**src/rtl/seg_scan_mux.sv**
```systemverilog
// rtl/seg_scan_mux.sv - four-digit time-multiplexed seven-segment scanner
//
// Holds a 16-bit hex value plus four decimal-point flags and scans them
// onto a common-anode display one digit per slot, digit 0 -> 1 -> 2 -> 3.
// New values are staged in a shadow register and committed only at a
// frame boundary so a frame is never torn.
//
// Optional feature macro: SEG_SCAN_LEAD_ZERO_BLANK_EN
//   defined   - leading-zero digits (3, 2, 1) are blanked for their slot
//   undefined - all four digits are always shown
//
// Ports:
//   clk        in   1   system clock, rising edge
//   rst_n      in   1   asynchronous active-low reset
//   value      in  16   hex value to show, digit 0 is value[3:0]
//   dp_in      in   4   decimal-point request per digit, active-high
//   load       in   1   strobe capturing value and dp_in
//   digit      out  4   nibble of the selected digit, to segment decoder
//   an         out  4   anode enables, active-low
//   dp         out  1   decimal-point segment, active-low
//   frame_done out  1   one-cycle pulse after each frame boundary

module seg_scan_mux #(
    parameter int unsigned TICKS_PER_DIGIT = 100000,
    parameter int unsigned GUARD_TICKS     = 16
) (
    input  logic        clk,
    input  logic        rst_n,
    input  logic [15:0] value,
    input  logic [3:0]  dp_in,
    input  logic        load,
    output logic [3:0]  digit,
    output logic [3:0]  an,
    output logic        dp,
    output logic        frame_done
);

    localparam int unsigned CW = (TICKS_PER_DIGIT > 1) ? $clog2(TICKS_PER_DIGIT) : 1;
    localparam logic [CW-1:0] CNT_LAST = CW'(TICKS_PER_DIGIT - 1);
    localparam logic [CW-1:0] GUARD    = CW'(GUARD_TICKS);

    logic [CW-1:0] cnt;
    logic [1:0]    idx;
    logic [15:0]   shadow_val;
    logic [3:0]    shadow_dp;
    logic [15:0]   active_val;
    logic [3:0]    active_dp;
    logic          pending;

    logic slot_end;
    logic frame_end;

    assign slot_end  = (cnt == CNT_LAST);
    assign frame_end = slot_end && (idx == 2'd3);

    always_ff @(posedge clk or negedge rst_n) begin
        if (!rst_n) begin
            cnt        <= '0;
            idx        <= '0;
            shadow_val <= '0;
            shadow_dp  <= '0;
            active_val <= '0;
            active_dp  <= '0;
            pending    <= 1'b0;
            frame_done <= 1'b0;
        end else begin
            frame_done <= frame_end;

            if (slot_end) begin
                cnt <= '0;
                idx <= idx + 2'd1;
            end else begin
                cnt <= cnt + CW'(1);
            end

            if (load) begin
                shadow_val <= value;
                shadow_dp  <= dp_in;
            end

            if (frame_end) begin
                // A load on the boundary edge bypasses the shadow so it is
                // shown in the very next frame; nothing is left pending.
                if (load) begin
                    active_val <= value;
                    active_dp  <= dp_in;
                    pending    <= 1'b0;
                end else if (pending) begin
                    active_val <= shadow_val;
                    active_dp  <= shadow_dp;
                    pending    <= 1'b0;
                end
            end else if (load) begin
                pending <= 1'b1;
            end
        end
    end

    logic blank;

`ifdef SEG_SCAN_LEAD_ZERO_BLANK_EN
    always_comb begin
        blank = 1'b0;
        case (idx)
            2'd3:    blank = (active_val[15:12] == 4'h0);
            2'd2:    blank = (active_val[15:8]  == 8'h00);
            2'd1:    blank = (active_val[15:4]  == 12'h000);
            default: blank = 1'b0;
        endcase
    end
`else
    assign blank = 1'b0;
`endif

    logic guard;
    assign guard = (cnt < GUARD);

    always_comb begin
        digit = active_val[{idx, 2'b00} +: 4];
        an    = 4'b1111;
        dp    = 1'b1;
        if (!guard && !blank) begin
            an = ~(4'b0001 << idx);
            dp = ~active_dp[idx];
        end
    end

endmodule
```
**config.mk**
```make
export PLATFORM = sky130hd
export DESIGN_NAME = seg_scan_mux
export DESIGN_NICKNAME = d
export VERILOG_FILES = /design/src/rtl/seg_scan_mux.sv
export SDC_FILE = /design/constraint.sdc
export NUM_CORES = 1
export LEC_CHECK = 0
export BUFFER_PORTS_ARGS = -buffer_cell sky130_fd_sc_hd__clkbuf_2
export CAP_MARGIN = 20
export CORE_MARGIN = 8
export CORE_UTILIZATION = 43
export CTS_BUF_LIST = sky130_fd_sc_hd__clkbuf_2
export CTS_CLUSTER_DIAMETER = 30
export DETAILED_ROUTE_END_ITERATION = 8
export REMOVE_ABC_BUFFERS = 1
export SLEW_MARGIN = 20
export SYNTH_ARGS = -nofsm -noshare
export SYNTH_HDL_FRONTEND = slang
export SYNTH_SLANG_ARGS = --single-unit
```
**constraint.sdc**
```tcl
create_clock -name clk -period 6.8 [get_ports clk]
set_clock_uncertainty 0.1 [all_clocks]
set_input_delay 2.04 -clock clk [delete_from_list [all_inputs] [get_ports clk]]
set_output_delay 2.04 -clock clk [all_outputs]
set_load 0.01 [all_outputs]
```
Word-level counts from Yosys, hierarchy flattened:

Index checks and enable logic that the tools add are counted.

* register bits after elaboration: 61
* input bits: 23
* output and inout bits: 10
* word-level logic and storage cells: 33

* $add $sub $neg: 2
* magnitude comparators: 2
* equality and inequality tests: 2
* shifts and indexed selects: 2
* muxes and demuxes: 11
* bitwise operators: 2
* reductions and logical operators: 4

Operators with widths (number)
* $mux W16: 2
* $add A17 B1 Y17 const B: 1
* $eq A17 B17 Y1 const B: 1
* $lt A17 B5 Y1 const B: 1
* $mux W17: 1
* $shiftx A16 B5 Y4: 1
* $mux W4: 3
* $mux W1: 4
* $not A4 Y4: 1
* $reduce_bool A2 Y1: 2
* $shl A1 B2 Y4 const A: 1
* $lt A2 B3 Y1 const B: 1
* $add A2 B1 Y2 const B: 1
* $bmux W1 S2: 1
* $eq A2 B2 Y1 const B: 1
* $reduce_and A2 Y1: 1
* $logic_and A1 B1 Y1: 1
* $not A1 Y1: 1

Longest topological paths before layout:

Gate-level depths: netlist of run 1.

* depth after elaboration: 4
* gate-level depth with buffers: 6
* gate-level depth less buffers: 5

Worst setup path after synthesis of run 1:

No wires, ideal clock.

* kind: register to output
* from: register cnt[12]
* to: output an[0]
* data arrival time: 1.464 ns
* required time: 4.660 ns
* slack: 3.196 ns
* stages on the path, launching flop included: 5
* buffers on the path: 0
* path through: dfrtp_1 or4_1 nor4_1 nand3_1 nand2_1

* cells in the longest elaborated chain, start to end: 2

RTL lines
* start, declared: line 42 `logic [CW-1:0] cnt;`
* start signal, assigned: line 73 `cnt <= cnt + CW'(1);`
* $lt A17 B5 Y1: line 116 `assign guard = (cnt < GUARD);`
* $mux W4: line 122 `if (!guard && !blank) begin`
* end, declared: line 33 `output logic [3:0] an,`

Every way passes these cells.

Worst setup path after layout of run 1:

* from: register cnt[12]
* to: output an[1]

Same word-level chain as after synthesis.

==> impl_summary.md, run 1 <==
Critical path
The kind of critical path is register to output pin. The critical path's largest stage delay is 0.55 ns. The source of the worst register-to-register timing path is cnt[12]$_DFF_PN0_.

The worst setup path is launched from a register. In this run the worst setup path terminates at an[1]. The register-to-register path setup slack is 4.42 ns. The critical path goes through or4_1, nor4_1, nand3_1, nand2_1, clkbuf_2. The maximum net fanout on the critical path is 5.

The critical path buffer and inverter count is 1. The endpoint required time on the critical path is 4.66 ns. Broken down by cell family, the worst path's largest delay share belongs to simple AND/OR/NAND/NOR gates. At the worst endpoint, the arrival time is 2.25 ns.

The kind of end point of the critical path is an output pin. The endpoint identified for the worst register-to-register timing path is active_val[15]$_DFFE_PN0P_. The number of cells on the worst reg-to-reg path is 4. The logic depth of the worst setup path including buffers is 5. The largest individual stage delay along the critical path comes from the cell sky130_fd_sc_hd__or4_1. The most critical setup path has its startpoint at cnt[12]$_DFF_PN0_.

Synth
In the synthesized netlist, the number of instances is 192. The multiplexer share of the synthesized area is 23.8%. In this run the cell area of the synthesized design comes to 0.00273 sq mm. The synthesized netlist devotes 0% of its cell area to compound gates. The mean instance size in the synthesized netlist is 14.2 sq um.

After synthesis, the largest family of logic cells by area is multiplexers. In this run, distinct cell masters in the synthesized netlist total 22. Sequential cells were found to cover 55.9% of the synthesized design area. The area share of xor/xnor cells in the synthesized design is 5.13%. The share of the synthesized area in the top cell type is 55.9%. The number of synthesis warnings is 0. In the post-synthesis netlist, the biggest area contributors are sky130_fd_sc_hd__dfrtp_1, sky130_fd_sc_hd__mux2_4, sky130_fd_sc_hd__mux2_2, sky130_fd_sc_hd__mux4_2, sky130_fd_sc_hd__xnor2_1.

The arithmetic-cell share of the synthesized area counting full adders, half adders and majority gates is 2.29%. The simple logic cell fraction of the synthesized area is 10.7%. Of all cell types, the one taking the most synthesized area is sky130_fd_sc_hd__dfrtp_1. The number of flip-flops and latches in the synthesized netlist is 61.

Clock tree
Buffers inserted during clock tree synthesis total 9. The number of buffers inserted for hold repair after clock tree synthesis is 0. TritonCTS built the clock tree. The post-cts resize count is 0. The worst-skew pair later-pin latency is 0.46 ns. The H-tree was split into 3 levels. The buffer cell driving the clock tree root is sky130_fd_sc_hd__clkbuf_2. The number of buffers on the longest clock path is 2. The clock-pin slew on the worst setup and hold paths is 0.14 ns. Clock tree synthesis found a total of 61 sinks. The count of buffers added by post-CTS timing repair for setup is 0.

Timing
The max-slew violation total from the final report is 0. The clock period minus final worst setup slack is 4.39 ns. Setup repair after global routing left no endpoint under its margin. The peak clock frequency supported by timing is 228 MHz.

Hold is met by 0.405 ns. The final critical path takes up 64.5% of the cycle. The normalized max-slew margin is 50.8%.

In the final timing run, aggregate negative setup slack is 0 ns. The slew at the pin closest to its max-slew limit is 0.738 ns. The setup slack after layout is 2.41 ns. Setup violations remaining at the end of the flow were counted as 0. The number of endpoints with negative hold slack in the final report came to 0.

Floorplan
The initial core utilization is 43.7%. The floorplan step defined a core boundary enclosing 0.00624 sq mm. 33 I/O pins were placed. The number of standard-cell rows in the floorplan is 29. The floorplan step defined a die boundary enclosing 0.00915 sq mm.

The die extent in x is 95.7 um. The height of the die is 95.7 um.

Placement
Once placement finished, the instance area stood at 0.00295 sq mm. Buffers placed on the I/O ports in this run total 32. The placement-stage worst setup slack is 2.89 ns.

At the end of routability-driven placement, the weighted congestion stood at 0.752. The wire-length estimate of the detail-placed layout is 3.19 mm.

Finish
In the final layout, the share of cells above drive strength 1 is 39.8%. The antenna diode instance count is 0. After the last flow step, the layout net total stands at 256. The total area of multi-input combinational cells is 0.00114 sq mm.

The filler cell count in the final layout is 579. The most common cell after layout, fill and taps aside is sky130_fd_sc_hd__dfrtp_1. In the layout the commonest cells are sky130_fd_sc_hd__dfrtp_1, sky130_fd_sc_hd__clkbuf_2, sky130_fd_sc_hd__mux2_2, sky130_fd_sc_hd__mux2_4, sky130_fd_sc_hd__nor2_1.

The area of all sequential standard cells is 0.00153 sq mm. Relative to the synthesized area, the layout overhead comes to 11.4%. Summing all non-filler instances in the final layout gives an area of 0.00304 sq mm.

Power and ir drop
Dividing total power by cell area gives a power density of 205 mW/mm^2. The static leakage is 0.00147 uW. The maximum vdd ir drop is 0.000101 V.

Worst hold path
The worst hold path belongs to the class register to register. The cell count of the worst hold path is 2.

Global routing
The via count of the first global-routing pass is 1691. The first global-routing pass estimated 8.31 mm of wire. The total global routing overflow is 0. Entering global routing, the biggest net connects 62 pins. The initial antenna violation count came to 0. Global routing used 12.2% of the available tracks.

Routing
Detailed routing inserted a total of 1547 vias. The number of detailed-routing iterations run before antenna repair is 4. The remaining antenna violation count after routing is 0. The number of DRC violations after detailed-routing iteration 0 is 41.

The wire length reported by the detailed router is 4.68 mm. Dividing the detail-routed via count by the number of cells gives 5.02. The final routed DRC violation total is 0.

The routed length per instance is 15.2 um.

Outcome
The flow ran to the end, and the final reports show no timing, DRC or antenna violations.

Job
Max-cap violations in this run came to 0.
-- cell families (layout without fill, tap and decap cells) --
family | count (synthesis) | count (layout)
adders and majority gates | 5 | 5
muxes | 46 | 46
buffers and inverters | 12 | 51
and+or+nand+nor | 52 | 52
DFF | 61 | 61
xor gates and xnor gates | 16 | 16
-- sequential cells by signal (all words and copies together) (netlist names) --
name / flops
active_val: 16
cnt: 17
idx: 2
shadow_val: 16
active_dp: 4
frame_done: 1
pending: 1
shadow_dp: 4
-- power breakdown --
group          leakage (uW)  switching, uW  internal, uW
logic              0.000634           18.7          23.8
clock network     0.0000604            119          79.4
registers          0.000777           5.17           379
total               0.00147            142           482
-- routing by layer --
metal | vias up | GRT usage (%) | share of wire, %
met2 | 28 | 17.4 | 44
met4 | 0 | 7.68 | 2.6
li1 | 756 | - | -
met5 | - | 0 | 0
met1 | 752 | 15.2 | 47
met3 | 11 | 4.41 | 5.9
-- synth_stat cells --
cell and n:
sky130_fd_sc_hd__mux2_2 21, sky130_fd_sc_hd__inv_1 4, sky130_fd_sc_hd__nor4b_1 1, sky130_fd_sc_hd__xor2_1 4, sky130_fd_sc_hd__nand2_1 10, sky130_fd_sc_hd__nand3_1 6
sky130_fd_sc_hd__nor2_1 13, sky130_fd_sc_hd__mux2_4 20, sky130_fd_sc_hd__dfrtp_1 61, sky130_fd_sc_hd__buf_6 2, sky130_fd_sc_hd__mux4_2 5, sky130_fd_sc_hd__or4_1 1
sky130_fd_sc_hd__ha_1 5, sky130_fd_sc_hd__nand4b_4 1, sky130_fd_sc_hd__nor4_1 5, sky130_fd_sc_hd__or3_4 1, sky130_fd_sc_hd__nand4_1 5, sky130_fd_sc_hd__clkbuf_1 6
sky130_fd_sc_hd__and4_1 4, sky130_fd_sc_hd__and2_1 1, sky130_fd_sc_hd__xnor2_1 12, sky130_fd_sc_hd__nor3_1 4
-- worst min path at each step --
stage	from	endpoint	slack (ns)
2_1_floorplan	pending$_DFFE_PN0P_	pending$_DFFE_PN0P_	0.35
3_3_place_gp	pending$_DFFE_PN0P_	pending$_DFFE_PN0P_	0.36
4_1_cts	cnt[8]$_DFF_PN0_	cnt[8]$_DFF_PN0_	0.41
5_1_grt	shadow_val[7]$_DFFE_PN0P_	shadow_val[7]$_DFFE_PN0P_	0.44
6_report	pending$_DFFE_PN0P_	pending$_DFFE_PN0P_	0.41
3_5_place_dp	pending$_DFFE_PN0P_	pending$_DFFE_PN0P_	0.38
-- worst min-delay path, stage by stage, from the launching register on --
cell                      delay, ns
sky130_fd_sc_hd__dfrtp_1       0.35
sky130_fd_sc_hd__nor2_1        0.05
sky130_fd_sc_hd__nor2_1        0.08
-- through the flow --
stage,power [uW],utilization [%],cells
CTS,636,48.7,308
floorplan,414,-,184
detailed placement,435,47.3,294
global route,660,48.7,308
finish,625,48.7,308
global placement,434,47.3,294
-- area by class of cell --
| cell class | instances | share of cell area (%) |
|---|---|---|
| sequential | 61 | 50.2 |
| multi-input combinational | 119 | 37.6 |
| timing repair buffer | 33 | 5.51 |
| tap | 77 | 3.17 |
| clock buffer | 10 | 1.65 |
| clock inverter | 4 | 1.36 |
| inverter | 4 | 0.494 |
Power figures use the tool's default switching activity.
==> run 2: changes to the inputs <==
--- a/config.mk
+++ b/config.mk
@@ -5,6 +5,7 @@
 export SDC_FILE = /design/constraint.sdc
 export NUM_CORES = 1
 export LEC_CHECK = 0
+export ABC_AREA = 1
 export BUFFER_PORTS_ARGS = -buffer_cell sky130_fd_sc_hd__clkbuf_2
 export CAP_MARGIN = 20
 export CORE_MARGIN = 8
==> constraint.sdc (replaced) <==
create_clock -name clk -period 4.2 [get_ports clk]
set_clock_uncertainty 0.1 [all_clocks]
set_input_delay 1.26 -clock clk [delete_from_list [all_inputs] [get_ports clk]]
set_output_delay 1.26 -clock clk [all_outputs]
set_load 0.01 [all_outputs]
==> run 2 against run 1 <==
  * Area after synthesis grew 7.4%
  * Register-to-register slack lost 2.4 ns
  * Die area grew 6.1%
  * Global-route usage grew 2.6 points
  * Wire length grew 37%
  * Non-clock buffer count grew 2
  * Via count grew 53%
  * Highest routed layer unchanged
==> impl_summary.md, run 2 <==
Global routing
The via count of the first global-routing pass is 2419 (+43%). The pin count of the biggest net entering global routing came to 32 (-48%). The overall global routing resource usage is 14.7% (+2.6 points). The initial antenna violation count is 0 (unchanged). The total global routing overflow is 0 (unchanged). The wire length of the first global-routing pass came to 11.4 mm (+37%).

Critical path
The endpoint required time on the critical path is 2.84 ns (-1.82 ns). The startpoint identified for the worst register-to-register timing path is idx[0]$_DFFE_PN0N_. STA classifies the critical path startpoint as a register. The number of cells on the worst reg-to-reg path came to 4 (unchanged).

The worst register-to-register path ends at active_val[15]$_DFFE_PN0P_. The register-to-register path setup slack is 2.07 ns (-2.35 ns). The arrival time of the worst setup path is 1.94 ns (-0.31 ns).

The worst setup path is captured at an output pin. The kind of critical path is register to output pin. The maximum net fanout on the critical path came to 13 (+8).

Timing
The peak clock frequency supported by timing is 303 MHz. The setup slack after layout was 0.895 ns (-1.52 ns). The worst path uses 78.7% of the clock period. The normalized max-slew margin is 44.3% (-6.5 points).

The number of endpoints with negative hold slack in the final report came to 0 (unchanged). The slew at the pin closest to its max-slew limit was 0.833 ns (+0.0949 ns). The number of failing setup endpoints in the final timing report is 0 (unchanged). Setup repair after global routing left no endpoint under its margin. The clock period minus final worst setup slack is 3.30 ns. The accumulated negative setup slack is 0 ns (unchanged). The max-slew violation total from the final report came to 0 (unchanged).

Synth
The number of synthesis warnings came to 0 (unchanged). The count of distinct cell types in the synthesized netlist was 24 (+9.1%). The number of flip-flops and latches in the synthesized netlist came to 61 (unchanged). The share of the synthesized area in the top cell type was 52.1% (-3.8 points). In the post-synthesis netlist, the biggest area contributors are sky130_fd_sc_hd__dfrtp_1, sky130_fd_sc_hd__nand2_1, sky130_fd_sc_hd__nand3_1, sky130_fd_sc_hd__nor2_1, sky130_fd_sc_hd__inv_1.

The most used flip-flop cell after synthesis is sky130_fd_sc_hd__dfrtp_1. The mean instance size in the synthesized netlist is 8.12 sq um (-43%). The synthesized instance count was 361 (+88%). The area of the mapped netlist was 0.00293 sq mm (+7.4%). The number of synthesized flops with an enable pin is 0 (unchanged).

By count the netlist is led by sky130_fd_sc_hd__nand2_1, sky130_fd_sc_hd__dfrtp_1, sky130_fd_sc_hd__nand3_1, sky130_fd_sc_hd__nor2_1, sky130_fd_sc_hd__inv_1. The sequential area share after synthesis was 52.1% (-3.8 points). The most frequent cell after synthesis is sky130_fd_sc_hd__nand2_1. Of all cell types, the one taking the most synthesized area is sky130_fd_sc_hd__dfrtp_1. The share of async-settable or async-resettable flops after synthesis is 100% (unchanged).

Finish
The largest registers in the layout are cnt: 17 flops, active_val: 16 flops, shadow_val: 16 flops. The area added between synthesis and finish is 10.4%. The post-route non-filler standard cell count was 478 (+55%). The antenna diode instance count is 0 (unchanged). The register with the most flip-flops is cnt. The share of layout cells above drive strength 1 is 15.6% (-24 points).

In the layout the commonest cells are sky130_fd_sc_hd__nand2_1, sky130_fd_sc_hd__dfrtp_1, sky130_fd_sc_hd__clkbuf_2, sky130_fd_sc_hd__nor2_1, sky130_fd_sc_hd__nand3_1. The flip-flop count of the largest register after layout came to 17 (unchanged). The most common cell after layout, fill and taps aside is sky130_fd_sc_hd__nand2_1.

The filler cell count in the final layout is 705 (+22%). The final standard cell utilization of the core is 48.4% (-0.29 points). The final layout net count is 422 (+65%).

Floorplan
The die area is 0.00972 sq mm (+6.1%). The number of top-level pins is 33 (unchanged). The initial core utilization is 43.9% (+0.13 points). The die extent in x is 98.6 um (+3.0%). The height of the die is 98.6 um (+3.0%). The placeable core region is 0.00668 sq mm (+7.1%). The number of standard-cell rows in the floorplan is 30 (+3.4%).

Routing
The number of DRC violations after detailed-routing iteration 0 was 122 (+200%). The number of detailed-routing iterations run before antenna repair is 4 (unchanged). The total via count after detailed routing came to 2362 (+53%). The wire length reported by the detailed router came to 6.43 mm (+37%).

The detail-routed via count per cell is 4.94 (-1.6%). The final routed DRC violation total is 0 (unchanged). The remaining antenna violation count after routing was 0 (unchanged). The routed length per instance is 13.5 um (-11%).

Clock tree
The clock-pin slew on the worst setup and hold paths was 0.16 ns (+0.02 ns). The CTS sink count is 61 (unchanged). The CTS tree is done. The number of buffers inserted for hold repair after clock tree synthesis is 0 (unchanged). The count of buffers added by post-CTS timing repair for setup is 0 (unchanged). The total number of H-tree levels was 3 (unchanged).

The number of buffers on the longest clock path came to 2 (unchanged). Clock tree synthesis selected as its root buffer the cell sky130_fd_sc_hd__clkbuf_2. The worst-skew pair later-pin latency is 0.46 ns (about the same). The number of buffers inserted during clock tree synthesis came to 9 (unchanged). The post-cts resize count was 0 (unchanged).

Placement
The total of buffers placed on input and output ports was 32 (unchanged). The placer's final routability congestion estimate is 0.873 (+16%). The post-DP HPWL is 4.55 mm (+43%).

The placement-stage worst setup slack is 1.08 ns (-1.80 ns). The cell count after placement is 463 (+57%).

Outcome
The flow ran to the end, and the final reports show no timing, DRC or antenna violations.

Worst hold path
The cell count of the worst hold path came to 1 (-1). The worst hold path belongs to the class register to register. In this run the most critical hold path is launched from cnt[0]$_DFF_PN0_.

The path with the worst hold slack has its endpoint at cnt[0]$_DFF_PN0_.

Job
The number of maximum-capacitance violations is 0 (unchanged).

Power and ir drop
The static leakage is 0.00178 uW (+21%). The maximum vdd ir drop came to 0.000154 V (+51%). The power density normalized to cell area is 308 mW/mm^2 (+50%).
-- run 2: cell count changes in the layout (fill, tap and decap cells not counted), moves of 12 or more --
cell and change:
sky130_fd_sc_hd__inv_1 +27, sky130_fd_sc_hd__mux2_2 -21, sky130_fd_sc_hd__mux2_4 -20, sky130_fd_sc_hd__nand2_1 +119
sky130_fd_sc_hd__nand3_1 +26, sky130_fd_sc_hd__nor2_1 +19, sky130_fd_sc_hd__o21ai_0 +16, sky130_fd_sc_hd__xnor2_1 -12
-- run 2: logic make-up (layout without fill, tap and decap cells) --
family	after synthesis	in the layout	share of synthesized area [%]
adders and majority gates	5	5	2.13
xor gates and xnor gates	5	5	1.49
AOI/OAI and AO/OA	24	24	4.31
DFF	61	61	52.1
and+or+nand+nor	220	220	33.2
buffers and inverters	46	83	6.83
-- run 2: layer usage --
layer / vias to the layer above / share of wire [%] / GRT usage [%]
met3: 13 / 3.2 / 3.03
met5: - / 0 / 0
met4: 0 / 1.9 / 7.44
met2: 49 / 46 / 22.9
met1: 1089 / 49 / 18.9
li1: 1211 / - / -
-- run 2: final cells by class --
cell class / count / area, sq um / share of cell area, %
Clock buffer: 12 / 60.1 / 1.86
Clock inverter: 3 / 37.5 / 1.16
Inverter: 33 / 124 / 3.83
Multi-Input combinational cell: 254 / 1200 / 37.2
Sequential cell: 61 / 1530 / 47.2
Tap cell: 80 / 100 / 3.09
Timing Repair Buffer: 35 / 183 / 5.65
-- run 2: worst max path at each step --
| stage | start | end | slack (ns) | cells after the start |
|---|---|---|---|---|
| 6_report | idx[0]$_DFFE_PN0N_ | digit[3] | 0.90 | 4 |
| 5_1_grt | idx[0]$_DFFE_PN0N_ | dp | 0.72 | 5 |
| 4_1_cts | idx[0]$_DFFE_PN0N_ | dp | 0.82 | 5 |
| 3_5_place_dp | load | active_val[15]$_DFFE_PN0P_ | 1.08 | 5 |
| 3_3_place_gp | load | active_val[1]$_DFFE_PN0P_ | 1.15 | 5 |
| 2_1_floorplan | load | active_dp[0]$_DFFE_PN0P_ | 1.28 | 4 |
-- run 2: through the flow --
step,hold WS (ns),total power [uW],cell area (sq um)
6_report,0.373,998,3240
3_3_place_gp,0.350,670,3140
2_1_floorplan,0.333,639,2860
3_5_place_dp,0.359,672,3140
4_1_cts,0.380,1010,3240
5_1_grt,0.406,1040,3240
-- run 2: power breakdown --
part           total [uW]  switching (uW)  internal [uW]  leakage, uW
Sequential            609            4.49            604     0.000797
Combinational        50.3            33.9           16.4     0.000911
Clock                 339             200            139    0.0000671
Total                 998             239            759      0.00178
-- run 2: critical path, stage by stage, from the launching register on --
cell and delay, ns:
sky130_fd_sc_hd__dfrtp_1 0.63, sky130_fd_sc_hd__inv_1 0.31, sky130_fd_sc_hd__o21ai_0 0.27, sky130_fd_sc_hd__o22ai_1 0.12
sky130_fd_sc_hd__clkbuf_2 0.14
==> run 3: changes to the inputs <==
==> constraint.sdc (replaced) <==
create_clock -name clk -period 2.89 [get_ports clk]
set_clock_uncertainty 0.1 [all_clocks]
set_input_delay 0.867 -clock clk [delete_from_list [all_inputs] [get_ports clk]]
set_output_delay 0.867 -clock clk [all_outputs]
set_load 0.01 [all_outputs]
==> run 3 against run 2 <==
  * Critical path depth rose by 2
  * Utilization up 1.2 points
  * Sequential share of layout area shrank 1.1 points
  * Count of clock-buffer cells in the layout is 3 lower
  * Sequential power grew 45%
  * Flip-flop and latch count did not move
  * Cell area grew 2.6%
==> impl_summary.md, run 3 (synthesis results as in run 2) <==
Worst hold path
The worst min-delay path class is input pin to async pin.

Routing
The number of DRC violations after detailed-routing iteration 0 was 143 (+17%). The wire length reported by the detailed router is 6.46 mm (+0.39%). The detail-routed via count per cell was 4.92 (-0.37%). The total via count after detailed routing was 2373 (+0.47%).

The remaining antenna violation count after routing is 0 (unchanged). The final routed DRC violation total is 0 (unchanged). The routed length per instance came to 13.4 um (-0.44%). The number of detailed-routing iterations run before antenna repair is 4 (unchanged).

Power and ir drop
The switching component of the power was 383 uW (+60%). The switching portion of total power is 24.4% (+0.48 points). The static leakage is 0.00180 uW (+1.7%). The combinational share of power is 4.9% (about the same).

The internal power component came to 1190 uW (+56%). The maximum vdd ir drop was 0.000271 V (+76%). The overall power of the completed layout is 1570 uW (+57%).

The part of the power in the clock network was 38.8% (+4.8 points). The power density normalized to cell area was 473 mW/mm^2 (+53%). The sequential fraction of design power is 56.3% (-4.7 points).

Timing
The final clock period utilization by the worst path is 94.5%. The normalized max-slew margin is 45.8% (+1.5 points). Setup repair after global routing left no endpoint under its margin. The accumulated negative setup slack was 0 ns (unchanged).

For this run, the top clock speed supported by timing is 366 MHz. The number of failing setup endpoints in the final timing report is 0 (unchanged). The max-slew violation total from the final report is 0 (unchanged).

The number of endpoints with negative hold slack in the final report is 0 (unchanged). The slew at the pin closest to its max-slew limit is 0.811 ns (-0.0220 ns). The clock period minus final worst setup slack is 2.73 ns.

Clock tree
The number of buffers inserted during clock tree synthesis is 9 (unchanged). The buffer cell driving the clock tree root is sky130_fd_sc_hd__clkbuf_2. The worst-skew pair later-pin latency is 0.46 ns (about the same). The total number of H-tree levels is 3 (unchanged).

The clock-pin slew on the worst setup and hold paths is 0.20 ns (+0.04 ns). The number of buffers inserted for hold repair after clock tree synthesis is 0 (unchanged). The CTS sink count is 61 (unchanged).

The CTS tree is done. The number of buffers on the longest clock path is 2 (unchanged).

Floorplan
The die area is 0.00972 sq mm (unchanged). The placeable core region is 0.00668 sq mm (unchanged). The initial core utilization came to 43.9% (unchanged). The die extent in x is 98.6 um (unchanged). The number of standard-cell rows in the floorplan is 30 (unchanged). The height of the die is 98.6 um (unchanged).

The number of top-level pins is 33 (unchanged).

Critical path
Walking the worst path, the cells encountered are nor2_1, inv_1, nor2_4, nand3_2, nand2_1, clkbuf_2. The kind of critical path is register to output pin. The startpoint identified for the worst register-to-register timing path is cnt[0]$_DFF_PN0_.

The maximum net fanout on the critical path came to 5 (-8). The critical path's largest stage delay is 0.43 ns (-0.20 ns). The arrival time of the worst setup path came to 1.76 ns (-0.18 ns).

The critical path starts at cnt[13]$_DFF_PN0_. The endpoint required time on the critical path is 1.92 ns (-0.92 ns). STA classifies the critical path endpoint as an output pin. The startpoint class of the critical path is a register. The slowest library cell on the worst path is sky130_fd_sc_hd__dfrtp_1.

Global routing
The overall global routing resource usage is 14.4% (-0.28 points). The total global routing overflow is 0 (unchanged). The pin count of the biggest net entering global routing came to 26 (-19%). The via count of the first global-routing pass is 2421 (+0.083%).

The wire length of the first global-routing pass was 11.3 mm (-1.5%). The initial antenna violation count was 0 (unchanged).

Finish
The final layout net count came to 425 (+0.71%). Ranked by flip-flop count, first place goes to cnt. The share of layout cells above drive strength 1 is 17.4% (+1.8 points). The area added between synthesis and finish is 13.2%. The flip-flop count of the largest register after layout is 17 (unchanged). Leaving out fill and tap cells, the most frequent cells in the layout are sky130_fd_sc_hd__nand2_1, sky130_fd_sc_hd__dfrtp_1, sky130_fd_sc_hd__clkbuf_2, sky130_fd_sc_hd__nor2_1, sky130_fd_sc_hd__nand3_1. The largest registers in the layout are cnt: 17 flops, active_val: 16 flops, shadow_val: 16 flops. The filler cell count in the final layout is 698 (-0.99%). The library cell used most frequently in the layout, excluding fill and tap cells, is sky130_fd_sc_hd__nand2_1. The antenna diode instance count is 0 (unchanged).

Placement
The total of buffers placed on input and output ports is 32 (unchanged). The post-DP HPWL is 4.55 mm (about the same). The placer's final routability congestion estimate is 0.922 (+5.5%).

Job
The number of maximum-capacitance violations was 0 (unchanged).

Outcome
The run finished with clean final reports.
==> run 3: cell types whose count changed in the layout (fill, tap and decap cells not counted), sizes merged <==
cell and change:
buf +3, bufinv +1, inv -1, clkbuf -3, clkinv +2, clkinvlp +2
==> run 3: path summary, 6_finish.rpt <==
check	slack, ns	endpoint	cells after the start
min in group clk	0.38	cnt[0]$_DFF_PN0_	1
max	0.16	an[2]	6
min	0.25	shadow_dp[1]$_DFFE_PN0P_	1
max in group asynchronous	1.75	cnt[9]$_DFF_PN0_	2
min reg2reg	0.38	cnt[0]$_DFF_PN0_	1
max reg2reg	0.76	active_val[12]$_DFFE_PN0P_	6
==> run 3: cell type report <==
type / instances / area, sq um / area share [%]
clock inverters: 7 / 90.1 / 2.71
inverters: 33 / 128 / 3.85
flip-flops and latches: 61 / 1530 / 46.0
well taps: 80 / 100 / 3.02
repair buffers: 38 / 218 / 6.56
clock buffers: 9 / 45.0 / 1.36
multi-input cells: 254 / 1210 / 36.5
==> run 3: power by group through the flow <==
stage	clock [uW]	sequential [uW]	combinational [uW]
after floorplan	0	899	29.7
after global placement	0	900	77.4
after detailed placement	0	900	79.2
after CTS	630	885	79.5
after global routing	665	887	90.5
final	609	884	76.4
==> run 3: routing by layer <==
layer	GRT usage [%]	wire, um	up-vias	part of all wire, %
met2	22.4	2920	48	45
met5	0	0	-	0
li1	-	-	1210	-
met4	7.91	122	0	1.9
met1	18.2	3160	1103	49
met3	3.17	259	12	4.0
==> run 3: through the flow <==
step	cell area (sq um)	hold WS, ns	instances	util [%]	setup slack [ns]
6_report	3320	0.254	482	49.7	0.160
5_1_grt	3320	0.242	482	49.7	0.00164
4_1_cts	3300	0.233	480	49.4	0.00953
3_5_place_dp	3160	0.358	464	47.3	0.457
3_3_place_gp	3160	0.350	464	47.3	0.492
2_1_floorplan	2860	0.333	348	-	0.360
==> run 3: critical path: cells and delay by family, from the launching register on <==
family                 cells  cell delay [ns]
buffers and inverters      2             0.25
DFF                        1             0.43
and+or+nand+nor            4             0.62
==> run 3: what timing repair did <==
action / CTS / global route
gates cloned: 0 / 0
endpoints found under the setup margin: 7 / 8
setup buffers: 0 / 2
hold endpoints to repair: 0 / 0
gates resized for setup: 2 / 1
